## config.mk

```make
export PLATFORM = sky130hd
export DESIGN_NAME = bridge_rx_flat
export DESIGN_NICKNAME = d
export VERILOG_FILES = /design/src/rtl/bridge_rx_if.sv /design/src/rtl/bridge_rx.sv /design/src/flat_wrapper.sv
export SDC_FILE = /design/constraint.sdc
export NUM_CORES = 1
export LEC_CHECK = 0
export BUFFER_PORTS_ARGS = -buffer_cell sky130_fd_sc_hd__buf_2
export CELL_PAD_IN_SITES_DETAIL_PLACEMENT = 2
export CELL_PAD_IN_SITES_GLOBAL_PLACEMENT = 2
export CORE_ASPECT_RATIO = 2
export CORE_MARGIN = 3
export CORE_UTILIZATION = 34
export CTS_CLUSTER_SIZE = 8
export DETAILED_ROUTE_END_ITERATION = 12
export PLACE_DENSITY = 0.77
export SYNTH_ARGS = -nofsm -noshare
export SYNTH_HDL_FRONTEND = slang
export SYNTH_SLANG_ARGS = --single-unit
export TNS_END_PERCENT = 100
```

## constraint.sdc

```tcl
create_clock -name clk -period 2.9 [get_ports clk]
set_input_delay 0.29 -clock clk [delete_from_list [all_inputs] [get_ports clk]]
set_output_delay 0.29 -clock clk [all_outputs]
set_load 0.01 [all_outputs]
```

## src/rtl/bridge_rx_if.sv

```systemverilog
// Byte-stream input and decoded bus-transaction output of the host bridge receive parser.
interface bridge_rx_if #(
  parameter int unsigned ADDR_WIDTH = 16,
  parameter int unsigned DATA_WIDTH = 16
);
  logic [7:0]            data_i;
  logic                  valid_i;
  logic [ADDR_WIDTH-1:0] addr_o;
  logic [DATA_WIDTH-1:0] wdata_o;
  logic                  rw_o;
  logic                  valid_o;

  modport master (
    output data_i, valid_i,
    input  addr_o, wdata_o, rw_o, valid_o
  );

  modport slave (
    input  data_i, valid_i,
    output addr_o, wdata_o, rw_o, valid_o
  );
endinterface

```

## src/rtl/bridge_rx.sv

```systemverilog
// ASCII read/write command parser: 'R'/'W' + hex address (+ hex data) + CR/LF
// becomes one bus transaction with a single-cycle valid strobe.
module bridge_rx #(
  parameter int unsigned ADDR_WIDTH = 16,
  parameter int unsigned DATA_WIDTH = 16
) (
  input  logic        clk,
  input  logic        rst,
  bridge_rx_if.slave  bus
);

  localparam int unsigned ADDR_DIGITS = ADDR_WIDTH / 4;
  localparam int unsigned DATA_DIGITS = DATA_WIDTH / 4;
  localparam int unsigned MAX_DIGITS  = (ADDR_DIGITS > DATA_DIGITS) ? ADDR_DIGITS : DATA_DIGITS;
  localparam int unsigned CNT_W       = (MAX_DIGITS > 1) ? $clog2(MAX_DIGITS) : 1;

  localparam logic [7:0] CH_R  = 8'h52;
  localparam logic [7:0] CH_W  = 8'h57;
  localparam logic [7:0] CH_CR = 8'h0D;
  localparam logic [7:0] CH_LF = 8'h0A;

  localparam logic [CNT_W-1:0] ADDR_LAST = CNT_W'(ADDR_DIGITS - 1);
  localparam logic [CNT_W-1:0] DATA_LAST = CNT_W'(DATA_DIGITS - 1);

  typedef enum logic [1:0] {
    IDLE = 2'd0,
    ADDR = 2'd1,
    DATA = 2'd2,
    END  = 2'd3
  } state_t;

  state_t                r_state, w_state;
  logic                  r_is_write, w_is_write;
  logic [ADDR_WIDTH-1:0] r_addr, w_addr;
  logic [DATA_WIDTH-1:0] r_data, w_data;
  logic [CNT_W-1:0]      r_cnt, w_cnt;
  logic [ADDR_WIDTH-1:0] r_addr_o, w_addr_o;
  logic [DATA_WIDTH-1:0] r_wdata_o, w_wdata_o;
  logic                  r_rw_o, w_rw_o;
  logic                  r_valid_o, w_valid_o;

  logic [7:0]            w_byte;
  logic                  w_is_hex;
  logic [3:0]            w_nib;

  assign w_byte = bus.data_i;

  // ASCII hex digit decode, both cases accepted
  always_comb begin
    w_is_hex = 1'b0;
    w_nib    = 4'h0;
    if (w_byte >= 8'h30 && w_byte <= 8'h39) begin
      w_is_hex = 1'b1;
      w_nib    = 4'(w_byte - 8'h30);
    end else if (w_byte >= 8'h41 && w_byte <= 8'h46) begin
      w_is_hex = 1'b1;
      w_nib    = 4'(w_byte - 8'h37);
    end else if (w_byte >= 8'h61 && w_byte <= 8'h66) begin
      w_is_hex = 1'b1;
      w_nib    = 4'(w_byte - 8'h57);
    end
  end

  // Next-state and next-register logic; 'R'/'W' restarts from any state
  always_comb begin
    w_state    = r_state;
    w_is_write = r_is_write;
    w_addr     = r_addr;
    w_data     = r_data;
    w_cnt      = r_cnt;
    w_addr_o   = r_addr_o;
    w_wdata_o  = r_wdata_o;
    w_rw_o     = r_rw_o;
    w_valid_o  = 1'b0;

    if (bus.valid_i) begin
      if (w_byte == CH_R || w_byte == CH_W) begin
        w_state    = ADDR;
        w_is_write = (w_byte == CH_W);
        w_addr     = '0;
        w_data     = '0;
        w_cnt      = '0;
      end else begin
        unique case (r_state)
          IDLE: ;
          ADDR: begin
            if (w_is_hex) begin
              w_addr = ADDR_WIDTH'({r_addr, w_nib});
              if (r_cnt == ADDR_LAST) begin
                w_state = r_is_write ? DATA : END;
                w_cnt   = '0;
              end else begin
                w_cnt = r_cnt + CNT_W'(1);
              end
            end else begin
              w_state = IDLE;
            end
          end
          DATA: begin
            if (w_is_hex) begin
              w_data = DATA_WIDTH'({r_data, w_nib});
              if (r_cnt == DATA_LAST) begin
                w_state = END;
                w_cnt   = '0;
              end else begin
                w_cnt = r_cnt + CNT_W'(1);
              end
            end else begin
              w_state = IDLE;
            end
          end
          END: begin
            if (w_byte == CH_CR || w_byte == CH_LF) begin
              w_addr_o  = r_addr;
              w_wdata_o = r_is_write ? r_data : '0;
              w_rw_o    = r_is_write;
              w_valid_o = 1'b1;
            end
            w_state = IDLE;
          end
          default: w_state = IDLE;
        endcase
      end
    end
  end

  always_ff @(posedge clk) begin
    if (rst) begin
      r_state    <= IDLE;
      r_is_write <= 1'b0;
      r_addr     <= '0;
      r_data     <= '0;
      r_cnt      <= '0;
      r_addr_o   <= '0;
      r_wdata_o  <= '0;
      r_rw_o     <= 1'b0;
      r_valid_o  <= 1'b0;
    end else begin
      r_state    <= w_state;
      r_is_write <= w_is_write;
      r_addr     <= w_addr;
      r_data     <= w_data;
      r_cnt      <= w_cnt;
      r_addr_o   <= w_addr_o;
      r_wdata_o  <= w_wdata_o;
      r_rw_o     <= w_rw_o;
      r_valid_o  <= w_valid_o;
    end
  end

  assign bus.addr_o  = r_addr_o;
  assign bus.wdata_o = r_wdata_o;
  assign bus.rw_o    = r_rw_o;
  assign bus.valid_o = r_valid_o;

endmodule

```

## src/flat_wrapper.sv

```systemverilog
// flat-port wrapper written by rule: the top's interface ports become plain ports
module bridge_rx_flat 
#(
  parameter int unsigned ADDR_WIDTH = 16,
  parameter int unsigned DATA_WIDTH = 16
)
  (clk, rst, bus_data_i, bus_valid_i, bus_addr_o, bus_wdata_o, bus_rw_o, bus_valid_o);
  bridge_rx_if #(.ADDR_WIDTH(ADDR_WIDTH), .DATA_WIDTH(DATA_WIDTH)) bus_i ();
  input  logic clk;
  input  logic rst;
  input wire logic [$bits(bus_i.data_i)-1:0] bus_data_i;
  input wire logic [$bits(bus_i.valid_i)-1:0] bus_valid_i;
  output wire logic [$bits(bus_i.addr_o)-1:0] bus_addr_o;
  output wire logic [$bits(bus_i.wdata_o)-1:0] bus_wdata_o;
  output wire logic [$bits(bus_i.rw_o)-1:0] bus_rw_o;
  output wire logic [$bits(bus_i.valid_o)-1:0] bus_valid_o;
  assign bus_i.data_i = bus_data_i;
  assign bus_i.valid_i = bus_valid_i;
  assign bus_addr_o = bus_i.addr_o;
  assign bus_wdata_o = bus_i.wdata_o;
  assign bus_rw_o = bus_i.rw_o;
  assign bus_valid_o = bus_i.valid_o;
  bridge_rx #(.ADDR_WIDTH(ADDR_WIDTH), .DATA_WIDTH(DATA_WIDTH)) u_core (.clk(clk), .rst(rst), .bus(bus_i));
endmodule
```

==> impl_summary.md, run 1 <==
Clock tree
Post-CTS repair changed the size of 0 cells. The worst-skew pair later-pin latency is 0.32 ns. The CTS H-tree depth is 3. The root buffer cell chosen for the clock tree is sky130_fd_sc_hd__clkbuf_16. The hold buffer count at CTS is 0.

The total clock buffers created by CTS is 9. The clock slew seen by the registers of the worst setup and hold paths is 0.05 ns. The maximum clock path buffer count is 2. The TritonCTS clock tree is built. The total number of clock tree sinks is 71.

The buffer count from post-CTS setup fixing is 0.

Floorplanning
The die is 137 um tall. The die is 71.3 um wide. The starting utilization of the core area is 34.9%. The floorplan step defined a die boundary enclosing 9730 um2. 45 I/O pins were placed.

The core box area is 8290 um2. The floorplan has 47 rows.

Worst setup path
The worst path buffer plus inverter count is 1. In this run the worst path has a maximum fanout of 33. At the worst endpoint, the required time is 3.13 ns. The nature of the critical path startpoint is a flop.

The highest-delay cell along the critical path is sky130_fd_sc_hd__nor4bb_1. The path type of the worst setup path is flop to flop. Traced cell by cell, the critical path runs through ha_1, nor4bb_1, and4_1, buf_4, nand3_1, a21oi_1. The data arrival at the endpoint of the critical path is 2.44 ns. The delay of the slowest cell on the worst path is 0.51 ns.

The worst setup path is captured at a flop. On the critical path the largest part of the delay comes from simple AND/OR/NAND/NOR gates.

Timing
The clock arrives with 0.00476 ns of skew. The post-route setup TNS is 0 ns. Headroom to the max-slew limit came out at 33.2%. Static timing analysis puts the maximum clock frequency at 453 MHz.

Setup repair after global routing left no endpoint under its margin. The slew at the pin closest to its max-slew limit is 1.00 ns. The shortest clock period the worst path allows after layout is 2.21 ns.

The final worst hold slack is 0.298 ns. Setup violations remaining at the end of the flow were counted as 0. The final count of pins violating max slew is 0. The number of endpoints with negative hold slack in the final report was 0. The share of the cycle needed by the critical path after routing is 76.1%.

Synthesis
The mapped cell area is 2900 um2. In the synthesized netlist, the number of instances is 315. The number of warnings printed during yosys synthesis is 0. Synthesis instantiated 47 different standard cells from the library.

The sequential cell area fraction in the yosys report is 49.1%. After synthesis the netlist holds a flip-flop and latch count of 71. The total nets after synthesis is 334. A synthesized cell averages 9.20 um2.

GRT
The global-route wire length before repair is 13500 um. The via count of the first global-routing pass is 2657. The initial antenna violation count is 0. Global routing consumed, over all layers together, 17.6% of the routing resources.

Entering global routing, the biggest net connects 54 pins. The overflow left after global routing is 0.

Placed design
In this run the tool buffered the top-level ports with 44 buffer cells. Detailed placement ended at an HPWL of 5730 um. The last weighted congestion value of the routability-driven placer is 0.840.

Run status
The flow ran to the end, and the final reports show no timing, DRC or antenna violations.

Power and ir drop
IR analysis of the VDD net gives a maximum drop of 0.000286 V. Summed over all cells, the static leakage comes to 1.39 nW. Dividing total power by cell area gives a power density of 647 nW/um2.

Cells and area
The storage element area is 1420 um2. The share of layout cells above drive strength 1 is 23.3%. The net total in the final layout is 374. After filler insertion, the fill cell instance count of the layout stands at 925. The layout overhead on the synthesized area is 21.8%. The total area of multi-input combinational cells is 1340 um2.

The diode insertion count for antenna repair is 0. The library cell used most frequently in the layout, excluding fill and tap cells, is sky130_fd_sc_hd__dfxtp_1. Leaving out fill and tap cells, the most frequent cells in the layout are sky130_fd_sc_hd__dfxtp_1 (71), sky130_fd_sc_hd__nand2_1 (54), sky130_fd_sc_hd__buf_2 (44), sky130_fd_sc_hd__a21oi_1 (41), sky130_fd_sc_hd__nand3_1 (19).

Drt
The via density per instance is 5.43. The count of nets left with antenna violations once routing finished came out at 0. The routed wire length is 8060 um. The total number of vias is 2486. The detail-routed net length per standard cell is 17.6 um. The pre-antenna-repair detailed-routing pass consisted of 4 iterations.

The iteration-0 DRC count of the detailed router is 102. After detailed routing, the number of remaining DRC violations is 0.

Run
Max-cap violations in this run came to 0.

Worst hold path
The worst hold-check path type is input pin to flop.
## layout make-up
| class | instances | area share [%] |
|---|---|---|
| Sequential cell | 71 | 40.3 |
| Multi-Input combinational cell | 214 | 37.9 |
| Clock buffer | 14 | 8.05 |
| Timing Repair Buffer | 51 | 7.73 |
| Tap cell | 98 | 3.47 |
| Clock inverter | 2 | 1.70 |
| Inverter | 8 | 0.851 |
## layer usage
| metal | GRT usage, % | share of wire [%] | vias up |
|---|---|---|---|
| li1 | - | - | 1213 |
| met1 | 18.8 | 39 | 1206 |
| met2 | 32.6 | 56 | 49 |
| met3 | 3.24 | 2.9 | 18 |
| met4 | 8.16 | 2.9 | 0 |
| met5 | 0 | 0 | - |
## flip-flops by register name, indices dropped and copies added, names as in the netlist
signal,cells
u_core.bus.addr_o,16
u_core.r_is_write,1
u_core.r_addr,16
u_core.bus.valid_o,1
u_core.r_cnt,2
u_core.r_data,16
u_core.r_state,2
u_core.bus.rw_o,1
u_core.bus.wdata_o,16
## power by group
group          internal, mW  switching [mW]  leakage [nW]
Sequential            0.976        0.000634         0.572
Combinational        0.0223          0.0475         0.648
Clock                 0.847           0.390         0.169
Total                  1.85           0.438          1.39
## synth_stat cells (all sizes together)
library cell,count,area share [%]
nand4,3,0.65
o2bb2ai,1,0.30
and3,2,0.43
nand3,19,3.3
a21o,2,0.52
a221oi,3,1.1
or3,5,1.3
o41ai,1,0.30
nor3,1,0.17
and4,3,1.1
inv,8,1.0
ha,8,3.5
mux2i,1,0.35
a211oi,2,0.52
nor4,2,0.43
clkbuf,16,2.1
nor2,6,0.78
nor2b,1,0.22
nand3b,6,1.6
nand2,54,7.0
and2,1,0.22
a22oi,1,0.26
nand2b,1,0.22
dfxtp,71,49
buf,6,1.6
o21ai,7,1.2
o21bai,1,0.26
nor3b,1,0.26
o31ai,6,1.6
a21oi,42,7.6
a211o,1,0.30
a221o,1,0.35
nor4b,1,0.30
mux2,2,0.78
nor4bb,1,0.35
a22o,24,7.7
a41o,1,0.35
o22ai,1,0.22
or4b,1,0.47
nand4bb,1,0.39
## worst register-to-register path: stages, from the launching register on
cell	delay (ns)
sky130_fd_sc_hd__dfxtp_1	0.37
sky130_fd_sc_hd__ha_1	0.26
sky130_fd_sc_hd__nor4bb_1	0.51
sky130_fd_sc_hd__and4_1	0.26
sky130_fd_sc_hd__buf_4	0.32
sky130_fd_sc_hd__nand3_1	0.16
sky130_fd_sc_hd__a21oi_1	0.23
## logic make-up (layout without fill, tap and decap cells)
group                      Yosys count  count (layout)  synth area share, %
adders and majority gates            8               8                 3.45
and+or+nand+nor                    109             109                 19.0
muxes                                3               3                 1.12
AOI/OAI and AO/OA                   94              94                 22.6
DFF                                 71              71                 49.0
buffers and inverters               30              75                 4.75
## final timing paths
check	startpoint	endpoint	slack, ns	depth (start not counted)
setup / recovery	u_core.r_state[0]	u_core.bus.wdata_o[4]	0.69	6
hold / removal	bus_data_i[2]	u_core.r_is_write	0.30	3
setup reg to reg	u_core.r_state[0]	u_core.bus.wdata_o[4]	0.69	6
hold reg to reg	u_core.bus.wdata_o[12]	u_core.bus.wdata_o[12]	0.45	2
## per-stage QoR
stage	instances	total power [mW]	worst slack (ns)	util [%]	instance area [um2]
floorplan	315	1.04	0.785	-	2900
global placement	442	1.07	0.578	38.4	3190
detailed placement	442	1.07	0.497	38.4	3190
CTS	458	2.31	0.664	42.6	3530
global route	458	2.37	0.574	42.6	3530
finish	458	2.28	0.694	42.6	3530
(Power assumes the default switching activity.)
==> run 2, diff against run 1 <==
- ABC_AREA: unset -> 1
- CORE_UTILIZATION: 34 -> 31
- clock period: 2.9 -> 2.1 ns (I/O delays scaled with it)
==> run 2 against run 1 <==
Net effect: combinational power grew 120%; total power grew 42%; fmax grew 19%; final area grew 8.2%; sequential share of layout area shrank 3.1 points; utilization shrank 3.4 points; via count grew 19%; first-iteration DRC count shrank 23%; worst hold slack lost 0.050 ns; synthesized area grew 6.8%; wire length grew 17%; register-to-register slack lost 0.44 ns; critical path type unchanged; critical endpoint is now u_core.bus.addr_o[6]; largest power group unchanged.
==> impl_summary.md, run 2 <==
Cells and area
The total area of multi-input combinational cells is 1340 um2 (about the same). Commonest cells after routing, fill and taps aside: sky130_fd_sc_hd__nand2_1 (129), sky130_fd_sc_hd__dfxtp_1 (71), sky130_fd_sc_hd__a21oi_1 (52), sky130_fd_sc_hd__inv_1 (51), sky130_fd_sc_hd__nor2_1 (50) (was sky130_fd_sc_hd__dfxtp_1 (71), sky130_fd_sc_hd__nand2_1 (54), sky130_fd_sc_hd__buf_2 (44), sky130_fd_sc_hd__a21oi_1 (41), sky130_fd_sc_hd__nand3_1 (19)). The share of layout cells above drive strength 1 is 17.3% (was 23.3%). The number of fillers in the final layout is 1223 (was 925).

The net total in the final layout is 512 (was 374). The diode insertion count for antenna repair is 0 (unchanged). The layout overhead on the synthesized area was 23.4% (was 21.8%). The leading cell type in the layout, fill and taps excluded is sky130_fd_sc_hd__nand2_1 (was sky130_fd_sc_hd__dfxtp_1). The storage element area is 1420 um2 (unchanged). The post-route cell area is 3820 um2 (was 3530 um2).

Worst setup path
The path type of the worst setup path is flop to flop (unchanged). The maximum fanout encountered on the critical timing path is 13 (was 33). The data arrival at the endpoint of the critical path is 2.11 ns (was 2.44 ns). The nature of the critical path startpoint is a flop (unchanged). The worst path required time is 2.36 ns (was 3.13 ns). The sort of element at the end of the critical path is a flop (unchanged).

Synthesis
The number of warnings printed during yosys synthesis is 0 (unchanged). The mapped cell area is 3100 um2 (was 2900 um2). The total nets after synthesis was 467 (was 334). The total of flip-flops plus latches after synthesis is 71 (unchanged). Ranking of synthesized cells by instance count: sky130_fd_sc_hd__nand2_1 (130), sky130_fd_sc_hd__dfxtp_1 (71), sky130_fd_sc_hd__a21oi_1 (52), sky130_fd_sc_hd__inv_1 (51), sky130_fd_sc_hd__nor2_1 (50) (was sky130_fd_sc_hd__dfxtp_1 (71), sky130_fd_sc_hd__nand2_1 (54), sky130_fd_sc_hd__a21oi_1 (41), sky130_fd_sc_hd__nand3_1 (19), sky130_fd_sc_hd__clkbuf_1 (16)). Largest cells by area after synthesis: sky130_fd_sc_hd__dfxtp_1 (46%), sky130_fd_sc_hd__nand2_1 (16%), sky130_fd_sc_hd__a21oi_1 (8.4%) (was sky130_fd_sc_hd__dfxtp_1 (49%), sky130_fd_sc_hd__a21oi_1 (7.1%), sky130_fd_sc_hd__nand2_1 (7.0%)).

The area fraction of the dominant cell type after synthesis is 45.9% (was 49.1%). The dominant cell type by area after synthesis is sky130_fd_sc_hd__dfxtp_1 (unchanged). The number of enable-type register cells in the synthesized netlist came to 0 (unchanged).

The share of flip-flops with an asynchronous set or reset after synthesis is 0% (unchanged). The sequential cell area fraction in the yosys report is 45.9% (was 49.1%). The synthesized netlist cell count is 448 (was 315). The most common cell in the netlist is sky130_fd_sc_hd__nand2_1 (was sky130_fd_sc_hd__dfxtp_1). The number of library cell types mapped by synthesis is 23 (was 47). The synthesized area divided by synthesized cell count is 6.91 um2 (was 9.20 um2). The commonest register cell after synthesis is sky130_fd_sc_hd__dfxtp_1 (unchanged).

Floorplanning
The area enclosed by the die boundary came to 11300 um2 (was 9730 um2). The core box area came to 9760 um2 (was 8290 um2). The floorplan die height was 147 um (was 137 um). The horizontal die dimension is 76.7 um (was 71.3 um). The I/O pin count is 45 (unchanged). The starting utilization of the core area is 31.7% (was 34.9%).

The total number of placement rows came to 51 (was 47).

Placed design
The count of buffers from port buffering is 44 (unchanged). The post-DP HPWL is 6770 um (was 5730 um). The last weighted congestion value of the routability-driven placer came to 0.711 (was 0.840). The area of placed instances is 3460 um2 (was 3190 um2). The post-placement setup slack is 0.0615 ns (was 0.497 ns).

Clock tree
The worst-skew pair later-pin latency was 0.33 ns (was 0.32 ns). The total clock buffers created by CTS is 9 (unchanged). The hold buffer count at CTS is 0 (unchanged). The clock slew seen by the registers of the worst setup and hold paths was 0.06 ns (was 0.05 ns). The TritonCTS clock tree is built (unchanged). The total number of clock tree sinks was 71 (unchanged).

The cell at the root of the clock tree was sky130_fd_sc_hd__clkbuf_16 (unchanged). The maximum clock path buffer count is 2 (unchanged). The CTS H-tree depth is 3 (unchanged).

Timing
The post-route setup TNS is 0 ns (unchanged). The least setup slack across all paths after layout is 0.251 ns (was 0.694 ns). The slew at the pin closest to its max-slew limit is 0.399 ns (was 1.00 ns). The final number of setup-violating endpoints was 0 (unchanged).

The relative max-transition margin was 73.4% (was 33.2%). The shortest clock period the worst path allows after layout is 1.85 ns (was 2.21 ns). The share of the cycle needed by the critical path after routing is 88.1% (was 76.1%).

The achievable clock frequency is 541 MHz (was 453 MHz). Unrepaired setup endpoints after global routing: no (unchanged). The maximum clock skew at final layout was 0.00602 ns (was 0.00476 ns). The number of endpoints with negative hold slack in the final report is 0 (unchanged). The final count of pins violating max slew came to 0 (unchanged).

Drt
The detailed-route DRC error count is 0 (unchanged). The via density per instance came to 4.71 (was 5.43). The total number of vias is 2968 (was 2486).

The routed wire length came to 9400 um (was 8060 um). The iteration-0 DRC count of the detailed router is 79 (was 102). The number of nets with antenna violations after routing was 0 (unchanged).

The first-pass iteration count of the detailed router was 3 (was 4). The detail-routed net length per standard cell was 14.9 um (was 17.6 um).

GRT
The maximum number of pins on one net before global-route repair is 39 (was 54). The global-route wire length before repair is 16100 um (was 13500 um). The total global-route track usage is 17.9% (was 17.6%). The initial antenna violation count is 0 (unchanged). The via count of the first global-routing pass was 3332 (was 2657). The overflow left after global routing came to 0 (unchanged).

Power and ir drop
The worst vdd rail ir drop is 0.000407 V (was 0.000286 V). The power per unit of standard cell area is 850 nW/um2 (was 647 nW/um2). The leakage power figure is 1.86 nW (was 1.39 nW).

Worst hold path
The worst hold-check path type is input pin to flop (unchanged).

Run
The max-cap check violation count is 0 (unchanged).

Run status
Outcome: completed (unchanged).
run 2: cell types whose count changed in the layout (fill, tap and decap cells not counted), moves of 6 or more:
| cell | delta |
|---|---|
| sky130_fd_sc_hd__nand2_1 | +75 |
| sky130_fd_sc_hd__nor2_1 | +44 |
| sky130_fd_sc_hd__inv_1 | +43 |
| sky130_fd_sc_hd__o21ai_1 | +18 |
| sky130_fd_sc_hd__a22o_1 | -14 |
| sky130_fd_sc_hd__a21oi_1 | +11 |
| sky130_fd_sc_hd__a22o_2 | -10 |
| sky130_fd_sc_hd__inv_2 | +10 |
| sky130_fd_sc_hd__o31ai_1 | -6 |
run 2: layout make-up:
type,instances,area share [%]
clock inverter,6,2.85
tap,132,4.32
multi-input combinational,294,34.9
clock buffer,10,5.99
sequential,71,37.2
inverter,62,6.09
timing repair buffer,55,8.58
run 2: final timing paths:
kind | slack, ns | endpoint | depth (start not counted) | from
max | 0.25 | u_core.bus.addr_o[6] | 7 | u_core.r_state[1]
max reg2reg | 0.25 | u_core.bus.addr_o[6] | 7 | u_core.r_state[1]
min | 0.25 | u_core.r_is_write | 3 | bus_valid_i
min reg2reg | 0.46 | u_core.bus.wdata_o[10] | 2 | u_core.bus.wdata_o[10]
run 2: worst max-delay path, cell delays in order (launching register included):
cell                      delay, ns
sky130_fd_sc_hd__dfxtp_1       0.36
sky130_fd_sc_hd__ha_1          0.23
sky130_fd_sc_hd__inv_1         0.07
sky130_fd_sc_hd__nor3_2        0.20
sky130_fd_sc_hd__nand3_1       0.26
sky130_fd_sc_hd__inv_2         0.24
sky130_fd_sc_hd__nand2_2       0.22
sky130_fd_sc_hd__o21ai_1       0.19
run 2: cell families after synthesis:
family / share of synthesized area [%]
buf+inv: 11.0
compound gates: 11.6
flops: 45.9
fa+ha+maj: 3.23
xor+xnor: 0.283
simple gates: 27.9
run 2: metal layers:
metal / track usage [%] / vias to the layer above / wire, um
met5: 0 / - / 0
met4: 6.72 / 0 / 164
met3: 3.19 / 11 / 229
met2: 35.3 / 39 / 5510
met1: 18.0 / 1447 / 3500
li1: - / 1471 / -
run 2: through the flow:
step | util (%) | hold slack, ns | instances | power, mW
after floorplan | - | 0.376 | 448 | 1.49
after global placement | 35.4 | 0.446 | 611 | 1.54
after detailed placement | 35.4 | 0.457 | 611 | 1.55
after CTS | 38.9 | 0.230 | 627 | 3.29
after global routing | 39.1 | 0.253 | 630 | 3.38
final | 39.1 | 0.248 | 630 | 3.25
run 2: where the power goes:
group	switching, mW	leakage (nW)	total (mW)	internal [mW]
Sequential	0.00779	0.572	1.37	1.36
Clock	0.569	0.166	1.73	1.16
Combinational	0.106	1.12	0.154	0.0483
run 2: repair_timing:
action / CTS / global route
endpoints found under the setup margin: 0 / 16
buffers inserted: 0 / 3
resized for setup: 0 / 1
==> run 3, diff against run 2 <==
- ABC_AREA: 1 -> unset
- CORE_UTILIZATION: 31 -> 34
==> run 3 against run 2 <==
Net effect: worst hold slack worse by 0.043 ns; critical path depth up 1; flip-flop and latch count stayed put; wire length shrank 2.8%; clock skew increased by 0.00081 ns; non-clock buffer count grew 11; via count down 11%; final area decreased by 4.3%; sequential share of layout area up 1.7 points; total power decreased by 3.8%; largest power group unchanged.
==> impl_summary.md, run 3 (synthesized netlist as in run 1, its figures left out) <==
Drt
The first-pass iteration count of the detailed router is 4 (was 3). The routed wire length was 9140 um (was 9400 um). The iteration-0 DRC count of the detailed router is 87 (was 79). The via density per instance is 5.55 (was 4.71). The detailed-route DRC error count is 0 (unchanged). The detail-routed net length per standard cell was 19.3 um (was 14.9 um). The total number of vias is 2627 (was 2968). The number of nets with antenna violations after routing was 0 (unchanged).

Cells and area
Commonest cells after routing, fill and taps aside: sky130_fd_sc_hd__dfxtp_1 (71), sky130_fd_sc_hd__nand2_1 (54), sky130_fd_sc_hd__buf_2 (44), sky130_fd_sc_hd__a21oi_1 (41), sky130_fd_sc_hd__buf_4 (20) (was sky130_fd_sc_hd__nand2_1 (129), sky130_fd_sc_hd__dfxtp_1 (71), sky130_fd_sc_hd__a21oi_1 (52), sky130_fd_sc_hd__inv_1 (51), sky130_fd_sc_hd__nor2_1 (50)). The number of fillers in the final layout is 919 (was 1223). The layout overhead on the synthesized area is 26.1% (was 23.4%).

The post-route cell area is 3650 um2 (was 3820 um2). The leading cell type in the layout, fill and taps excluded is sky130_fd_sc_hd__dfxtp_1 (was sky130_fd_sc_hd__nand2_1). The storage element area came to 1420 um2 (unchanged). The share of layout cells above drive strength 1 came to 26.4% (was 17.3%).

The total area of multi-input combinational cells is 1350 um2 (was 1340 um2). The diode insertion count for antenna repair is 0 (unchanged). The net total in the final layout was 389 (was 512).

Worst setup path
The path type of the worst setup path is flop to flop (unchanged). The cell type with the highest occurrence count on the critical path is sky130_fd_sc_hd__inv_1. The startpoint of the worst setup timing path is u_core.r_state[1] (unchanged).

The sort of element at the end of the critical path is a flop (unchanged). The capture point of the worst reg-to-reg path was u_core.r_addr[10] (was u_core.bus.addr_o[6]). The worst path buffer plus inverter count is 3 (was 2). The worst setup path endpoint is u_core.r_addr[10] (was u_core.bus.addr_o[6]). The data arrival at the endpoint of the critical path was 2.22 ns (was 2.11 ns). The maximum fanout encountered on the critical timing path is 12 (was 13). The worst path required time is 2.32 ns (was 2.36 ns).

Cells traversed along the worst timing path: inv_1, ha_1, inv_1, nor4_1, or3_1, a21oi_1, buf_4, a22o_2 (was ha_1, inv_1, nor3_2, nand3_1, inv_2, nand2_2, o21ai_1). The highest-delay cell along the critical path is sky130_fd_sc_hd__nor4_1 (was sky130_fd_sc_hd__dfxtp_1). The depth of the worst register-to-register path is 8 (was 7). The setup slack on the worst flop-to-flop path is 0.1 ns (was 0.25 ns). The number of gates on the worst path with buffers counted is 8 (was 7). The dominant delay contributor by cell family on the critical path is simple AND/OR/NAND/NOR gates (unchanged). The delay of the slowest cell on the worst path came to 0.44 ns (was 0.36 ns).

The nature of the critical path startpoint was a flop (unchanged). The start of the worst register-to-register path is u_core.r_state[1] (unchanged).

GRT
The global-route wire length before repair is 15200 um (was 16100 um). The total global-route track usage is 20.4% (was 17.9%). The initial antenna violation count is 0 (unchanged). The maximum number of pins on one net before global-route repair is 35 (was 39). The overflow left after global routing was 0 (unchanged). The via count of the first global-routing pass is 3002 (was 3332).

Floorplanning
The floorplan die height is 137 um (was 147 um). The core box area is 8290 um2 (was 9760 um2). The total number of placement rows is 47 (was 51). The I/O pin count is 45 (unchanged).

The area enclosed by the die boundary was 9730 um2 (was 11300 um2). The horizontal die dimension is 71.3 um (was 76.7 um). The starting utilization of the core area was 34.9% (was 31.7%).

Placed design
The area of placed instances is 3320 um2 (was 3460 um2). The post-placement setup slack was -0.0556 ns (was 0.0615 ns). The count of buffers from port buffering came to 44 (unchanged).

The post-DP HPWL is 6260 um (was 6770 um). The last weighted congestion value of the routability-driven placer is 0.936 (was 0.711).

Power and ir drop
The leakage power figure was 1.47 nW (was 1.86 nW). The part of the power in registers is 43.2% (was 42.1%). The part of the power in combinational logic is 3.7% (was 4.8%). The worst vdd rail ir drop is 0.000513 V (was 0.000407 V). The power per unit of standard cell area is 855 nW/um2 (was 850 nW/um2). The share of total power in the clock network came to 53.2% (about the same). The switching power was 0.630 mW (was 0.683 mW). The switching share of total power was 20.2% (was 21.0%).

The internal cell power is 2.49 mW (was 2.56 mW).

Clock tree
The maximum clock path buffer count is 2 (unchanged). The TritonCTS clock tree is built (unchanged). The post-cts sizing count is 0 (unchanged).

The worst-skew pair later-pin latency was 0.33 ns (about the same). The clock slew seen by the registers of the worst setup and hold paths is 0.06 ns (about the same). The total clock buffers created by CTS is 9 (unchanged). The total number of clock tree sinks is 71 (unchanged). The hold buffer count at CTS is 0 (unchanged). The buffer count from post-CTS setup fixing is 0 (unchanged). The CTS H-tree depth is 3 (unchanged). The cell at the root of the clock tree is sky130_fd_sc_hd__clkbuf_16 (unchanged).

Timing
The achievable clock frequency is 499 MHz (was 541 MHz). The shortest clock period the worst path allows after layout is 2.00 ns (was 1.85 ns). The number of endpoints with negative hold slack in the final report is 0 (unchanged). The relative max-transition margin came to 68.2% (was 73.4%). The final number of setup-violating endpoints is 0 (unchanged). The slew at the pin closest to its max-slew limit is 0.471 ns (was 0.399 ns). The share of the cycle needed by the critical path after routing is 95.4% (was 88.1%).

The final count of pins violating max slew was 0 (unchanged). The post-route setup TNS came to 0 ns (unchanged). The maximum clock skew at final layout is 0.00683 ns (was 0.00602 ns).

The least setup slack across all paths after layout is 0.0958 ns (was 0.251 ns). Unrepaired setup endpoints after global routing: no (unchanged).

Run
The max-cap check violation count is 0 (unchanged).

Worst hold path
The worst hold-check path type is input pin to flop (unchanged).

Run status
Outcome: completed (unchanged).
[run 3: power by group through the flow]
stage / logic, mW / clock network, mW / registers (mW)
global placement: 0.109 / 0 / 1.38
CTS: 0.114 / 1.69 / 1.35
global route: 0.126 / 1.76 / 1.35
floorplan: 0.0624 / 0 / 1.38
detailed placement: 0.113 / 0 / 1.38
finish: 0.115 / 1.66 / 1.35
[run 3: stage by stage]
stage / utilization (%) / hold WS (ns) / cells / total power [mW]
2_1_floorplan: - / 0.431 / 315 / 1.44
3_3_place_gp: 40.1 / 0.440 / 457 / 1.49
3_5_place_dp: 40.1 / 0.449 / 457 / 1.49
4_1_cts: 44.0 / 0.205 / 473 / 3.15
5_1_grt: 44.1 / 0.216 / 473 / 3.23
6_report: 44.1 / 0.205 / 473 / 3.12
[run 3: layer usage]
layer  track usage (%)  vias to the layer above  wire [um]
met1              19.6                     1295       3310
met3              3.60                       25        238
met4              13.5                        0        388
met5                 0                        -          0
met2              38.1                       63       5210
li1                  -                     1244          -
[run 3: area by class of cell]
cell class                 count  area share, %
multi-input combinational    214           36.8
clock buffer                  13           7.12
tap                           98           3.36
timing repair buffer          66           11.2
inverter                       8          0.822
clock inverter                 3           1.78
sequential                    71           38.9
[run 3: worst reg2reg max path, delay by kind of cell, from the launching register on]
kind                       cells  cell delay, ns
AOI/OAI and AO/OA              2            0.30
DFF                            1            0.33
and+or+nand+nor                2            0.65
buffers and inverters          3            0.40
adders and majority gates      1            0.21
[run 3: how the worst min path moves through the flow]
| stage | slack, ns | endpoint | cells past startpoint | startpoint |
|---|---|---|---|---|
| 2_1_floorplan | 0.43 | u_core.bus.addr_o[12] | 2 | u_core.r_addr[12] |
| 3_3_place_gp | 0.44 | u_core.bus.wdata_o[8] | 2 | u_core.bus.wdata_o[8] |
| 3_5_place_dp | 0.45 | u_core.bus.wdata_o[5] | 2 | u_core.bus.wdata_o[5] |
| 4_1_cts | 0.20 | u_core.r_state[0] | 2 | rst |
| 5_1_grt | 0.22 | u_core.r_state[0] | 2 | rst |
| 6_report | 0.20 | u_core.r_state[0] | 2 | rst |
